File: config.mk
export PLATFORM = sky130hd
export DESIGN_NAME = spi_regfile_slave
export DESIGN_NICKNAME = d
export VERILOG_FILES = /design/src/rtl/spi_regfile_slave.sv
export SDC_FILE = /design/constraint.sdc
export NUM_CORES = 1
export LEC_CHECK = 0
export BUFFER_PORTS_ARGS = -buffer_cell sky130_fd_sc_hd__buf_2
export CAP_MARGIN = 10
export CELL_PAD_IN_SITES_DETAIL_PLACEMENT = 1
export CELL_PAD_IN_SITES_GLOBAL_PLACEMENT = 1
export CORE_UTILIZATION = 48
export DETAILED_ROUTE_END_ITERATION = 10
export PLACE_DENSITY = 0.87
export SLEW_MARGIN = 0
export SYNTH_ARGS = -nofsm -noshare
export SYNTH_HDL_FRONTEND = slang
export SYNTH_SLANG_ARGS = --single-unit
File: constraint.sdc
create_clock -name clk -period 6 [get_ports clk]
set_input_delay 0.3 -clock clk [delete_from_list [all_inputs] [get_ports clk]]
set_output_delay 0.3 -clock clk [all_outputs]
set_load 0.005 [all_outputs]
File: src/rtl/spi_regfile_slave.sv
// spi_regfile_slave: SPI slave register file, all pins oversampled on clk.
// Frame: 8-bit command (bit7 = write, low ADDR_W bits = address), then any
// number of DATA_W-bit words, MSB first. A host write port shares the
// register array; an SPI commit to the same address on the same clk wins.
// Optional macro SPI_REGFILE_AUTOINC_EN: when defined, the address advances
// (with wrap) after every data word; otherwise it stays fixed for the frame.
module spi_regfile_slave #(
  parameter int DATA_W = 8,
  parameter int ADDR_W = 2,
  parameter bit CPOL   = 1'b0,
  parameter bit CPHA   = 1'b0,
  parameter logic [(2**ADDR_W)*DATA_W-1:0] RST_VAL = '0
) (
  input  logic                             clk,
  input  logic                             rst,
  input  logic                             sclk,
  input  logic                             mosi,
  input  logic                             cs_n,
  output logic                             miso,
  output logic                             miso_oe,
  input  logic                             hw_we,
  input  logic [ADDR_W-1:0]                hw_addr,
  input  logic [DATA_W-1:0]                hw_wdata,
  output logic [(2**ADDR_W)*DATA_W-1:0]    regs_out,
  output logic                             wr_strobe,
  output logic [ADDR_W-1:0]                wr_addr,
  output logic                             busy
);

  localparam int NUM_REGS = 2**ADDR_W;
  localparam int RX_W     = (DATA_W > 8) ? DATA_W : 8;
  localparam int CNT_W    = 5;
  localparam bit SAMPLE_RISE = (CPOL == CPHA);

  typedef enum logic [1:0] {ST_IDLE, ST_CMD, ST_DATA} state_t;

  // Synchroniser stages: [0],[1] metastability filter, [2] edge-detect history
  logic [2:0] sclk_q, cs_q;
  logic [1:0] mosi_q;
  logic [1:0] vld_q;   // marks which sync stages hold real post-reset samples

  state_t              state_q;
  logic [CNT_W-1:0]    cnt_q;
  logic [RX_W-2:0]     rx_q;
  logic [ADDR_W-1:0]   addr_q;
  logic                wr_q;
  logic [DATA_W-1:0]   tx_q;
  logic                skip_q;
  logic                miso_q;
  logic                wr_strobe_q;
  logic [ADDR_W-1:0]   wr_addr_q;
  logic                armed_q;   // a genuine cs_n high has been seen since reset
  logic [DATA_W-1:0]   regs_q [NUM_REGS];

  logic              sclk_rise, sclk_fall, sample_edge, shift_edge;
  logic              cs_sync, cs_fall, mosi_bit;
  logic [RX_W-1:0]   rx_nxt;
  logic [ADDR_W-1:0] cmd_addr, addr_nxt;
  logic              cmd_wr, cmd_end, word_end, commit, do_load;
  logic [DATA_W-1:0] load_val;
  logic              unused_rx;

  // Three-stage input synchronisers, reset to the bus idle levels
  always_ff @(posedge clk) begin
    if (rst) begin
      sclk_q <= {3{CPOL}};
      cs_q   <= 3'b111;
      mosi_q <= 2'b00;
      vld_q  <= 2'b00;
    end else begin
      sclk_q <= {sclk_q[1:0], sclk};
      cs_q   <= {cs_q[1:0], cs_n};
      mosi_q <= {mosi_q[0], mosi};
      vld_q  <= {vld_q[0], 1'b1};
    end
  end

  assign sclk_rise   = sclk_q[1] & ~sclk_q[2];
  assign sclk_fall   = ~sclk_q[1] & sclk_q[2];
  assign sample_edge = SAMPLE_RISE ? sclk_rise : sclk_fall;
  assign shift_edge  = SAMPLE_RISE ? sclk_fall : sclk_rise;
  assign cs_sync     = cs_q[1];
  assign cs_fall     = ~cs_q[1] & cs_q[2];
  // mosi taken from the same stage that feeds the sclk edge detector
  assign mosi_bit    = mosi_q[1];

  assign rx_nxt   = {rx_q, mosi_bit};
  assign cmd_addr = rx_nxt[ADDR_W-1:0];
  assign cmd_wr   = rx_nxt[7];
  assign unused_rx = ^rx_nxt;

`ifdef SPI_REGFILE_AUTOINC_EN
  assign addr_nxt = addr_q + ADDR_W'(1);
`else
  assign addr_nxt = addr_q;
`endif

  assign cmd_end  = (state_q == ST_CMD)  && (cnt_q == CNT_W'(7));
  assign word_end = (state_q == ST_DATA) && (cnt_q == CNT_W'(DATA_W-1));
  assign commit   = ~cs_sync & sample_edge & word_end & wr_q;
  assign do_load  = ~cs_sync & sample_edge & ((cmd_end & ~cmd_wr) | (word_end & ~wr_q));
  // Read data is taken from the array as it stands when the shifter loads
  assign load_val = (state_q == ST_CMD) ? regs_q[cmd_addr] : regs_q[addr_nxt];

  // Register array: host write first, SPI commit overrides on address clash
  always_ff @(posedge clk) begin
    if (rst) begin
      for (int i = 0; i < NUM_REGS; i++) regs_q[i] <= RST_VAL[i*DATA_W +: DATA_W];
    end else begin
      if (hw_we)  regs_q[hw_addr] <= hw_wdata;
      if (commit) regs_q[addr_q]  <= rx_nxt[DATA_W-1:0];
    end
  end

  // Frame FSM with bit counter, rx/tx shifters and registered outputs
  always_ff @(posedge clk) begin
    if (rst) begin
      state_q     <= ST_IDLE;
      cnt_q       <= '0;
      rx_q        <= '0;
      addr_q      <= '0;
      wr_q        <= 1'b0;
      tx_q        <= '0;
      skip_q      <= 1'b0;
      miso_q      <= 1'b0;
      wr_strobe_q <= 1'b0;
      wr_addr_q   <= '0;
      armed_q     <= 1'b0;
    end else begin
      wr_strobe_q <= 1'b0;
      if (vld_q[1] && cs_sync) armed_q <= 1'b1;
      if (cs_sync) begin
        state_q <= ST_IDLE;
        miso_q  <= 1'b0;
        skip_q  <= 1'b0;
      end else begin
        case (state_q)
          ST_IDLE: begin
            if (cs_fall && armed_q) begin
              state_q <= ST_CMD;
              cnt_q   <= '0;
            end
          end
          ST_CMD: begin
            if (sample_edge) begin
              rx_q <= rx_nxt[RX_W-2:0];
              if (cmd_end) begin
                state_q <= ST_DATA;
                cnt_q   <= '0;
                addr_q  <= cmd_addr;
                wr_q    <= cmd_wr;
              end else begin
                cnt_q <= cnt_q + CNT_W'(1);
              end
            end
          end
          ST_DATA: begin
            if (sample_edge) begin
              rx_q <= rx_nxt[RX_W-2:0];
              if (word_end) begin
                cnt_q  <= '0;
                addr_q <= addr_nxt;
              end else begin
                cnt_q <= cnt_q + CNT_W'(1);
              end
            end else if (shift_edge && !wr_q) begin
              // CPHA=0 already presented the MSB at load; skip one shift edge
              if (!CPHA && skip_q) begin
                skip_q <= 1'b0;
              end else begin
                miso_q <= tx_q[DATA_W-1];
                tx_q   <= tx_q << 1;
              end
            end
          end
          default: state_q <= ST_IDLE;
        endcase
        if (commit) begin
          wr_strobe_q <= 1'b1;
          wr_addr_q   <= addr_q;
        end
        if (do_load) begin
          if (!CPHA) begin
            miso_q <= load_val[DATA_W-1];
            tx_q   <= load_val << 1;
            skip_q <= 1'b1;
          end else begin
            tx_q <= load_val;
          end
        end
      end
    end
  end

  for (genvar g = 0; g < NUM_REGS; g++) begin : g_out
    assign regs_out[g*DATA_W +: DATA_W] = regs_q[g];
  end

  assign miso      = miso_q;
  assign miso_oe   = ~cs_sync;
  assign wr_strobe = wr_strobe_q;
  assign wr_addr   = wr_addr_q;
  assign busy      = (state_q != ST_IDLE);

endmodule
==> results.tsv <==
stage	metric	value	unit
status	status	completed	
hold_path	hold_class	in -> reg	
cts	clk_path_buf_depth	2	
setup_path	crit_slowest_cell	nor3b_2	
setup_path	r2r_end	regs_q[0][4]	
yosys	ys_seq_area_frac	0.482	
setup_path	r2r_start	cnt_q[0]	
setup_path	worstPathMaxFanout	9	
grt	grt_max_degree	35	
sta	tightest_slew	1.02	ns
hold_path	hold_end	cs_q[0]	
yosys	ys_types	44	
cts	worstSkewPairLatency	0.35	ns
route	drtIter0Drc	139	
cts	cts-hold-fix-buffers	0	
hold_path	min_path_cells	2	
floorplan	rows	31	
grt	busiest_layer	met2	
setup_path	crit_type	reg -> reg	
setup_path	path_cells	ha_1 > nand4bb_1 > nor4_4 > nor3b_2 > or3_1	
sta	fin_skew	0.00840	ns
final_layout	n_antenna_cell	0	
cts	root_buffer	clkbuf_8	
sta	holdWs	0.135	ns
floorplan	core-area	7410	um2
power_and_ir_drop	leakage	1.63	nW
sta	fin_ws	3.23	ns
cts	ctsResizeCount	0	
placed_design	place_inst	477	
setup_path	required	6.02	ns
grt	grt_pass1_vias	3083	
final_layout	syn_to_final_growth	12.6	%
hold_path	min_from	cs_n	
setup_path	cp.arrival	2.79	ns
final_layout	drive_gt1_frac	0.221	
yosys	avgSynthCellArea	11.0	um2
grt	antenna_found_initial	0	
yosys	ys_warn_count	0	
floorplan	initial_core_util	0.505	
power_and_ir_drop	ir_drop	0.162	mV
yosys	synth_nets	362	
route	route.detailed.drc	0	
grt	met2_usage	0.443	
yosys	syn_area	3740	um2
setup_path	cp-end-kind	flop	
setup_path	ff2ff_path_depth	5	
grt	track_usage	0.261	
cts	numCtsBuffers	9	
sta	slew_viol_final	0	
setup_path	crit_buf_inv	0	
route	wire_per_inst	20.2	um
final_layout	fin_nets	410	
grt	grt_pass1_wl	16.4	mm
route	ant_nets	0	
power_and_ir_drop	power_density	227	nW/um2
grt	globalRouteOverflowTotal	0	
route	vias	2897	
sta	report.final.hold_viol_count	0	
route	drt_first_pass_iters	4	
floorplan	die_y	90.3	um
cts	cts_tree	done	
placed_design	place_congestion	0.875	
cts	clkSinkCount	74	
sta	setup_viol	0	
floorplan	die_x	90.3	um
placed_design	dp_hpwl	7.54	mm
yosys	synthCells	341	
placed_design	portBuffers	53	
route	drt-vias-per-instance	5.88	
placed_design	dp_slack	3.27	ns
sta	timing.fmax	361	MHz
grt	met1_usage	0.319	
job	max-cap-violations	0	
setup_path	rrSetupSlack	3.23	ns
cts	post_cts_buffers	0	
setup_path	path_delay_family	simple AND/OR/NAND/NOR gates	
floorplan	io_pins	54	
grt	grt_use_met3	0.0581	
setup_path	startpoint_type	flop	
cts	cts_max_level	3	
cts	clk_pin_slew	0.07	ns
yosys	synth_seq_cells	74	
setup_path	max_stage_delay	0.75	ns
floorplan	dieArea	8150	um2
sta	max-slew-margin-rel	0.318	
sta	setup_tns	0	ns
final_layout	instances_no_fill	493	
sta	finalCriticalPeriod	2.77	ns
sta	rsz0062_at_grt	false	
route	routed_wl	9.95	mm
sta	post-route-period-util	0.462	
-- routing by layer --
layer,up-vias,share of wire,wire (um)
met1,1442,0.42,4200
met3,25,0.042,418
met5,-,0,0
met2,87,0.51,5040
met4,0,0.029,287
li1,1343,-,-
-- power by group --
part	internal (mW)	switching [mW]	total, mW
Clock	0.145	0.184	0.329
Combinational	0.0294	0.0353	0.0647
Sequential	0.544	0.0184	0.563
-- worst max-delay path by stage --
stage | from | end | slack [ns] | cells after the start
finish | cnt_q[0] | regs_q[0][4] | 3.23 | 5
global route | cnt_q[0] | regs_q[0][4] | 3.02 | 5
CTS | cnt_q[0] | regs_q[0][4] | 3.24 | 5
detailed placement | cnt_q[0] | regs_q[0][1] | 3.27 | 5
global placement | cnt_q[0] | regs_q[0][0] | 3.40 | 5
floorplan | cnt_q[0] | regs_q[0][0] | 3.96 | 6
-- logic make-up (layout without fill, tap and decap cells) --
group,Yosys count,count (layout),synth area share
buffers and inverters,37,90,0.0418
muxes,68,68,0.215
and+or+nand+nor,106,106,0.149
DFF,74,74,0.482
AOI/OAI and AO/OA,51,51,0.0957
adders and majority gates,5,5,0.0167
-- layout make-up --
type,instances,area (um2)
multi-input combinational,230,1780
tap,99,124
clock inverter,7,36.3
clock buffer,9,124
sequential,74,1800
fill,838,3200
inverter,21,78.8
timing repair buffer,53,265
-- synthesized netlist by cell type, drive strengths merged --
cell type	instances	area (um2)
o211ai	1	7.51
inv	21	78.8
o211a	1	10.0
o21bai	1	7.51
a21bo	1	10.0
o32ai	7	61.3
nand4bb	2	22.5
a31oi	1	6.26
a2bb2oi	1	15.0
o21ai	4	20.0
or3b	1	11.3
edfxtp	32	961
ha	5	62.6
or3	2	12.5
and3b	2	17.5
nand2	40	150
o221ai	1	8.76
o221a	1	11.3
nand3	7	35.0
or2	3	18.8
nor4	1	21.3
nor2b	12	75.1
buf	9	51.3
and4bb	1	12.5
nor3	3	15.0
nor3b	5	42.5
a41oi	1	8.76
clkbuf	7	26.3
nand3b	2	15.0
a211oi	10	75.1
a21oi	14	70.1
and2	1	6.26
mux2i	58	581
o22ai	6	37.5
nand4	1	6.26
nor2	20	75.1
dfxtp	42	841
nand2b	3	18.8
mux4	10	225
a31o	1	8.76
-- per-stage QoR --
stage                     utilization  area [um2]  total power [mW]
final                           0.568        4210             0.956
after global routing            0.568        4210             0.990
after CTS                       0.568        4210             0.959
after detailed placement        0.547        4050             0.638
after global placement          0.547        4050             0.634
after floorplan                     -        3740             0.599
-- registers in the layout, indices dropped and copies added, names as in the netlist, named ones only --
signal,cells
regs_q,32
vld_q,2
cs_q,3
rx_q,7
skip_q,1
tx_q,7
wr_q,1
armed_q,1
state_q,2
addr_nxt,2
cnt_q,5
miso,1
mosi_q,2
wr_addr,2
wr_strobe,1
sclk_q,3
-- layout by cell type, fill, tap and decap left out, drive strengths merged, types with 2 or more instances in the layout --
master    n
a211oi   10
a21oi    14
and3b     2
buf      53
clkbuf    9
clkinv    7
dfxtp    42
edfxtp   32
ha        5
inv      21
mux2i    58
mux4     10
nand2    40
nand2b    3
nand3     7
nand3b    2
nand4bb   2
nor2     20
nor2b    12
nor3      3
nor3b     5
o21ai     4
o22ai     6
o32ai     7
or2       3
or3       2
-- worst reg2reg max path, delay by kind of cell, from the launching register on --
| kind | cells | cell delay, ns |
|---|---|---|
| adder cells (fa/ha/maj) | 1 | 0.25 |
| AND/OR/NAND/NOR | 4 | 1.82 |
| flip-flops | 1 | 0.37 |
No activity file was read; power rests on OpenSTA's default activity.
